<file path="src/rtl/demux1to2_5bits.sv">
// ---------------------------------------------------------------------------
// demux1to2_5bits
//
// Buffered 1-to-2 demultiplexer. A single time-multiplexed stream arrives
// through a valid/ready handshake and each beat is steered into lane A or
// lane B, where it waits in a small per-lane FIFO for its own consumer.
// The lane is chosen per beat by in_sel, or by an internal alternating
// state machine when auto_mode is set.
//
// Ports
//   clock, reset          single clock, synchronous active-high reset
//   in_valid/in_ready     input handshake, in_data carries the beat
//   in_sel                lane select in manual mode (0 = A, 1 = B)
//   auto_mode             1 = alternate A,B,A,B... and ignore in_sel
//   next_lane             lane the next accepted beat takes in auto mode
//   a_valid/a_ready       lane A output handshake, a_data is the head beat
//   a_count               lane A occupancy, 0..DEPTH
//   b_valid/b_ready       lane B output handshake, b_data is the head beat
//   b_count               lane B occupancy, 0..DEPTH
// ---------------------------------------------------------------------------
module demux1to2_5bits #(
   parameter int WIDTH = 5,
   parameter int DEPTH = 2,
   parameter int CW    = $clog2(DEPTH) + 1
) (
   input  logic             clock,
   input  logic             reset,
   input  logic             in_valid,
   output logic             in_ready,
   input  logic [WIDTH-1:0] in_data,
   input  logic             in_sel,
   input  logic             auto_mode,
   output logic             next_lane,
   output logic             a_valid,
   input  logic             a_ready,
   output logic [WIDTH-1:0] a_data,
   output logic [CW-1:0]    a_count,
   output logic             b_valid,
   input  logic             b_ready,
   output logic [WIDTH-1:0] b_data,
   output logic [CW-1:0]    b_count
);

   localparam int PW = $clog2(DEPTH);

   typedef enum logic {
      LANE_A = 1'b0,
      LANE_B = 1'b1
   } lane_state_t;

   lane_state_t state_q, state_d;

   logic [WIDTH-1:0] a_mem_q [DEPTH];
   logic [WIDTH-1:0] a_mem_d [DEPTH];
   logic [WIDTH-1:0] b_mem_q [DEPTH];
   logic [WIDTH-1:0] b_mem_d [DEPTH];
   logic [PW-1:0]    a_wr_q, a_wr_d, a_rd_q, a_rd_d;
   logic [PW-1:0]    b_wr_q, b_wr_d, b_rd_q, b_rd_d;
   logic [CW-1:0]    a_count_q, a_count_d;
   logic [CW-1:0]    b_count_q, b_count_d;

   logic target_lane;
   logic a_full, b_full;
   logic accept;
   logic a_push, b_push, a_pop, b_pop;

   // Handshake decode. in_ready looks only at the target lane's current
   // occupancy, so a full lane refuses a beat even while its consumer pops.
   always_comb begin
      target_lane = auto_mode ? next_lane : in_sel;
      a_full      = (a_count_q == CW'(DEPTH));
      b_full      = (b_count_q == CW'(DEPTH));
      in_ready    = target_lane ? !b_full : !a_full;
      accept      = in_valid && in_ready;
      a_push      = accept && !target_lane;
      b_push      = accept &&  target_lane;
      a_pop       = a_valid && a_ready;
      b_pop       = b_valid && b_ready;
   end

   // Auto-mode lane alternation: advance only on an accepted beat taken
   // while auto_mode is high, otherwise hold so manual phases and stalls
   // leave the sequence where it was.
   always_comb begin
      state_d = state_q;
      if (auto_mode && accept) begin
         state_d = (state_q == LANE_A) ? LANE_B : LANE_A;
      end
   end

   // Lane A FIFO next state. Pointers wrap naturally because DEPTH is a
   // power of two; simultaneous push and pop leaves the count unchanged.
   always_comb begin
      a_mem_d   = a_mem_q;
      a_wr_d    = a_wr_q;
      a_rd_d    = a_rd_q;
      a_count_d = a_count_q;
      if (a_push) begin
         a_mem_d[a_wr_q] = in_data;
         a_wr_d          = a_wr_q + PW'(1);
      end
      if (a_pop) begin
         a_rd_d = a_rd_q + PW'(1);
      end
      case ({a_push, a_pop})
         2'b10:   a_count_d = a_count_q + CW'(1);
         2'b01:   a_count_d = a_count_q - CW'(1);
         default: a_count_d = a_count_q;
      endcase
   end

   // Lane B FIFO next state, mirror of lane A.
   always_comb begin
      b_mem_d   = b_mem_q;
      b_wr_d    = b_wr_q;
      b_rd_d    = b_rd_q;
      b_count_d = b_count_q;
      if (b_push) begin
         b_mem_d[b_wr_q] = in_data;
         b_wr_d          = b_wr_q + PW'(1);
      end
      if (b_pop) begin
         b_rd_d = b_rd_q + PW'(1);
      end
      case ({b_push, b_pop})
         2'b10:   b_count_d = b_count_q + CW'(1);
         2'b01:   b_count_d = b_count_q - CW'(1);
         default: b_count_d = b_count_q;
      endcase
   end

   // State registers. Reset discards everything buffered and returns the
   // alternation to lane A.
   always_ff @(posedge clock) begin
      if (reset) begin
         state_q   <= LANE_A;
         a_wr_q    <= '0;
         a_rd_q    <= '0;
         a_count_q <= '0;
         b_wr_q    <= '0;
         b_rd_q    <= '0;
         b_count_q <= '0;
         for (int i = 0; i < DEPTH; i++) begin
            a_mem_q[i] <= '0;
            b_mem_q[i] <= '0;
         end
      end else begin
         state_q   <= state_d;
         a_wr_q    <= a_wr_d;
         a_rd_q    <= a_rd_d;
         a_count_q <= a_count_d;
         b_wr_q    <= b_wr_d;
         b_rd_q    <= b_rd_d;
         b_count_q <= b_count_d;
         for (int i = 0; i < DEPTH; i++) begin
            a_mem_q[i] <= a_mem_d[i];
            b_mem_q[i] <= b_mem_d[i];
         end
      end
   end

   // Registered-state outputs; head data reads as zero on an empty lane.
   always_comb begin
      next_lane = (state_q == LANE_B);
      a_valid   = (a_count_q != '0);
      b_valid   = (b_count_q != '0);
      a_data    = a_valid ? a_mem_q[a_rd_q] : '0;
      b_data    = b_valid ? b_mem_q[b_rd_q] : '0;
      a_count   = a_count_q;
      b_count   = b_count_q;
   end

endmodule

</file>
<file path="config.mk">
export PLATFORM = sky130hd
export DESIGN_NAME = demux1to2_5bits
export DESIGN_NICKNAME = d
export VERILOG_FILES = /design/src/rtl/demux1to2_5bits.sv
export SDC_FILE = /design/constraint.sdc
export NUM_CORES = 1
export LEC_CHECK = 0
export ABC_AREA = 0
export CORE_AREA = 2 2 71 79
export DETAILED_ROUTE_END_ITERATION = 8
export DIE_AREA = 0 0 73 81
export GPL_TIMING_DRIVEN = 0
export SLEW_MARGIN = 20
export SYNTH_ARGS = -nofsm -noshare
export SYNTH_HDL_FRONTEND = slang
export SYNTH_SLANG_ARGS = --single-unit
export TNS_END_PERCENT = 20
</file>
<file path="constraint.sdc">
create_clock -name clock -period 4.19 [get_ports clock]
set_input_delay 0.838 -clock clock [delete_from_list [all_inputs] [get_ports clock]]
set_output_delay 0.838 -clock clock [all_outputs]
set_load 0.01 [all_outputs]
</file>
[After elaboration in Yosys (flattened, before gate mapping)]
Cells that the tools add are included.
Operators by class
  add/subtract/negate cells: 8
  magnitude comparators: 6
  equality and inequality tests: 6
  muxes and demuxes: 19
  bitwise operators: 4
  reductions and logical operators: 15
Operator list (count)
  $mux W5: 10
  $bwmux W10: 2
  $demux W5 S1: 2
  $eq A2 B2 Y1 const B: 4
  $ge A2 B2 Y1 const B: 4
  $logic_and A1 B1 Y1: 8
  $not A1 Y2: 4
  $pmux W2 S2: 2
  $reduce_bool A2 Y1: 4
  $add A1 B1 Y1 const B: 4
  $add A2 B1 Y2 const B: 2
  $eq A2 B1 Y1 const B: 2
  $lt A2 B1 Y1 const B: 2
  $sub A2 B1 Y2 const B: 2
  $logic_not A1 Y1: 3
  $mux W1: 3
Storage, ports and cells
  flip-flop bits (word level): 29
  input bits: 12
  output and inout port bits: 18
  logic and storage cells: 69

[Depth between registers and ports, before layout]
  word-level depth: 7
  gate-level depth with buffers: 6
  gate-level depth less buffers: 6

[Least setup slack after synthesis]
No wires, ideal clock.
  path type: in2out
  from: input port auto_mode
  to: output port in_ready
  data arrival time: 1361 ps
  required time: 3352 ps
  path slack: 1991 ps
  cell stages on the path: 2
  path buffers: 0
  cells stage by stage: mux2_4 -> a21oi_1
Between the ends
  cells in the longest elaborated chain, start to end: 2
RTL lines
  start: declaration: RTL line 32  | input logic auto_mode,
  $mux W1: RTL line 70  | target_lane = auto_mode ? next_lane : in_sel;
  $mux W1: RTL line 73  | in_ready = target_lane ? !b_full : !a_full;
  end: declaration: RTL line 29  | output logic in_ready,
No other way between the ends.

[Worst setup path after layout]
Ends and elaborated chain as after synthesis.

==> impl_metrics.csv <==
group,metric,value,unit
logic_synthesis,yosysTopAreaCellShare,0.405,
critical_path,worst_setup_path_start_kind,"input port",
routing,drc_errors,0,
clock_tree,cts_tree,"yes",
routing,drtIter0Drc,40,
critical_path,cpMostUsedCell,"clkdlybuf4s50_1",
power_and_ir_drop,powerDensity,486,mW/mm^2
logic_synthesis,async_flop_share,0,
routing,finalWirelength,2.98,mm
logic_synthesis,synth_edf_count,0,
clock_tree,hold_buffers,0,
logic_synthesis,netlist_area,0.00143,sq mm
sta,max_slew_margin,0.605,
routing,routedWlPerCell,12.1,um
clock_tree,cts_buffer_depth,2,
critical_path,worstPathArrival,2470,ps
logic_synthesis,synth_compound_area_frac,0.0462,
global_routing,antenna_found_initial,0,
sta,finalSetupTns,0,ps
logic_synthesis,synth_cell_types,27,
routing,vias,1122,
clock_tree,post_cts_resized,0,
place,placed_area,0.00180,sq mm
critical_path,criticalPathCategory,"in2out",
sta,tightestPinTransition,588,ps
critical_path,crit_family,"buffers and inverters",
global_routing,grt_max_degree,11,
clock_tree,numClockSinks,29,
logic_synthesis,ys_warn_count,0,
logic_synthesis,synth.area.top_cells,"dfxtp_1 40%, mux2i_1 22%, nand2b_1 9.6%",
global_routing,grt_pass1_wl,4.92,mm
clock_tree,clk_pin_slew,60,ps
place,io_buffers,29,
sta,fin_crit_sh,0.790,
clock_tree,insertion_delay,280,ps
sta,skew,1.79,ps
logic_synthesis,synth_top_family_by_area,"simple AND/OR/NAND/NOR gates",
sta,setup-violations-final,0,
routing,routed_via_density,4.54,
global_routing,gr-total-overflow,0,
layout,final_area,0.00189,sq mm
clock_tree,cts.htree.levels,2,
global_routing,first_global_vias,1069,
critical_path,slowest_stage,"clkdlybuf4s50_1",
floorplan,dieArea,0.00591,sq mm
layout,drive_above_1_share,0.0588,
clock_tree,cts_setup_buffers,0,
floorplan,dieWidth,73,um
sta,slew_violations,0,
place,hpwl,2.16,mm
logic_synthesis,synth.area.mux_share,0.227,
power_and_ir_drop,p_leak,0.772,nW
critical_path,critPathMaxStageDelay,560,ps
hold_path,hp-class,"reg2reg",
logic_synthesis,synth.net_count,165,
logic_synthesis,ys_seq_elements,29,
sta,finalHoldViolations,0,
floorplan,start_util,0.275,
logic_synthesis,synth_fa_ha_area_frac,0.0175,
logic_synthesis,syn_avg_cell_area,9.50,sq um
critical_path,r2r_slack,2390,ps
floorplan,io_pins,30,
layout,antenna_cells,0,
run,cap_viol_max_count,0,
layout,nets,201,
critical_path,required,3350,ps
routing,drt_pass1_iterations,4,
outcome,outcome,"complete, no violations",
sta,fmax,302,MHz
logic_synthesis,ys_seq_area_frac,0.405,
sta,min_period,3310,ps
layout,syn2layout_area_growth,31.5,%
critical_path,path_cells,"clkdlybuf4s50_1, mux2_4, a21oi_1, clkdlybuf4s50_1",
floorplan,fp-row-count,28,
critical_path,worstPathMaxFanout,5,
routing,ant_nets,0,
critical_path,critical_path_buf_inv_count,2,
power_and_ir_drop,ir_drop,0.156,mV
floorplan,core_area,0.00522,sq mm
logic_synthesis,yosys.area.top_type,"dfxtp_1",
critical_path,worst_setup_path_end_kind,"output port",
sta,rsz0062_at_grt,"no",
logic_synthesis,yosys.area_share.simple,0.230,
logic_synthesis,synthXorXnorAreaFrac,0.0366,
clock_tree,numCtsBuffers,5,
logic_synthesis,synth_cells,151,
clock_tree,cts_root_buf,"clkbuf_8",
floorplan,die_h,81,um
logic_synthesis,yosys_most_used_dff,"dfxtp_1",
global_routing,grt_util_all_layers,0.113,
place,gp_congestion,0.681,
-- Yosys cell counts (2+ instances only) --
cell       n
a21oi_1    5
clkbuf_1   5
dfxtp_1   29
ha_1       2
inv_1      5
mux2i_1   31
nand2b_1  22
nand3_1    2
nor2_1    17
nor3_1     2
o21ai_0    4
o31ai_1    2
or2b_1     5
or3_1      3
xnor2_1    2
xor2_1     4
-- cells in the final DEF (no fill, tap or decap), types with 2 or more instances in the layout --
cell type and instances:
mux2i_1 31, dfxtp_1 29, clkdlybuf4s50_1 29, nand2b_1 22
nor2_1 17, clkbuf_1 6, clkbuf_8 6, inv_1 5
a21oi_1 5, or2b_1 5, o21ai_0 4, xor2_1 4
or3_1 3, nand3_1 2, nor3_1 2, o31ai_1 2
xnor2_1 2, ha_1 2
-- layer usage --
layer  share of wire  routed length [um]  track usage  vias up
met5               0                   0            0        -
met4           0.016                  47       0.0611        0
met3           0.046                 138       0.0409        4
met2            0.45                1340        0.171       28
met1            0.49                1460        0.137      510
li1                -                   -            -      580
-- state kept, by name, indices dropped and copies added, names as in the netlist --
signal     count
b_mem_q       10
b_count        2
b_wr_q         1
next_lane      1
a_count        2
a_wr_q         1
b_rd_q         1
a_mem_q       10
a_rd_q         1
-- logic make-up (layout without fill, tap and decap cells) --
| group | count (synthesis) | count (layout) |
|---|---|---|
| xor+xnor | 6 | 6 |
| fa+ha+maj | 2 | 2 |
| simple gates | 58 | 58 |
| flops | 29 | 29 |
| buf+inv | 12 | 48 |
| compound gates | 12 | 12 |
| mux | 32 | 32 |
-- where the power goes --
group	internal, mW	switching (mW)
clock network	0.130	0.101
logic	0.175	0.161
registers	0.314	0.0355
total	0.619	0.297
-- worst paths after layout --
| kind | start | end | cells past startpoint |
|---|---|---|---|
| hold reg to reg | b_mem_q[1]$_SDFFE_PP0P_ | b_mem_q[1]$_SDFFE_PP0P_ | 2 |
| setup reg to reg | next_lane$_SDFFE_PP0P_ | a_count[1]$_SDFFE_PP0P_ | 5 |
| hold / removal | b_mem_q[1]$_SDFFE_PP0P_ | b_mem_q[1]$_SDFFE_PP0P_ | 2 |
| setup / recovery | auto_mode | in_ready | 4 |
-- worst reg2reg max path: stages, from the launching register on --
cell	delay (ps)
dfxtp_1	340
mux2i_1	390
nand3_1	140
ha_1	340
or3_1	380
a21oi_1	140
-- final cells by class --
class                           instances  area [sq um]
Sequential cell                        29           581
Timing Repair Buffer                   29           290
Fill cell                             547          3330
Multi-Input combinational cell        110           800
Tap cell                               60          75.1
Inverter                                5          18.8
Buffer                                  7          35.0
Clock buffer                            7          86.3
-- through the flow --
step                      hold slack [ps]  power (mW)  setup slack [ps]  utilization  std cells
after detailed placement              465       0.695               899        0.345        240
after global placement                463       0.691               901        0.345        240
after floorplan                       448       0.563              1990            -        151
after CTS                             481       0.932               890        0.361        247
after global routing                  499       0.978               828        0.361        247
final                                 477       0.916               878        0.361        247
(Power assumes the default switching activity.)
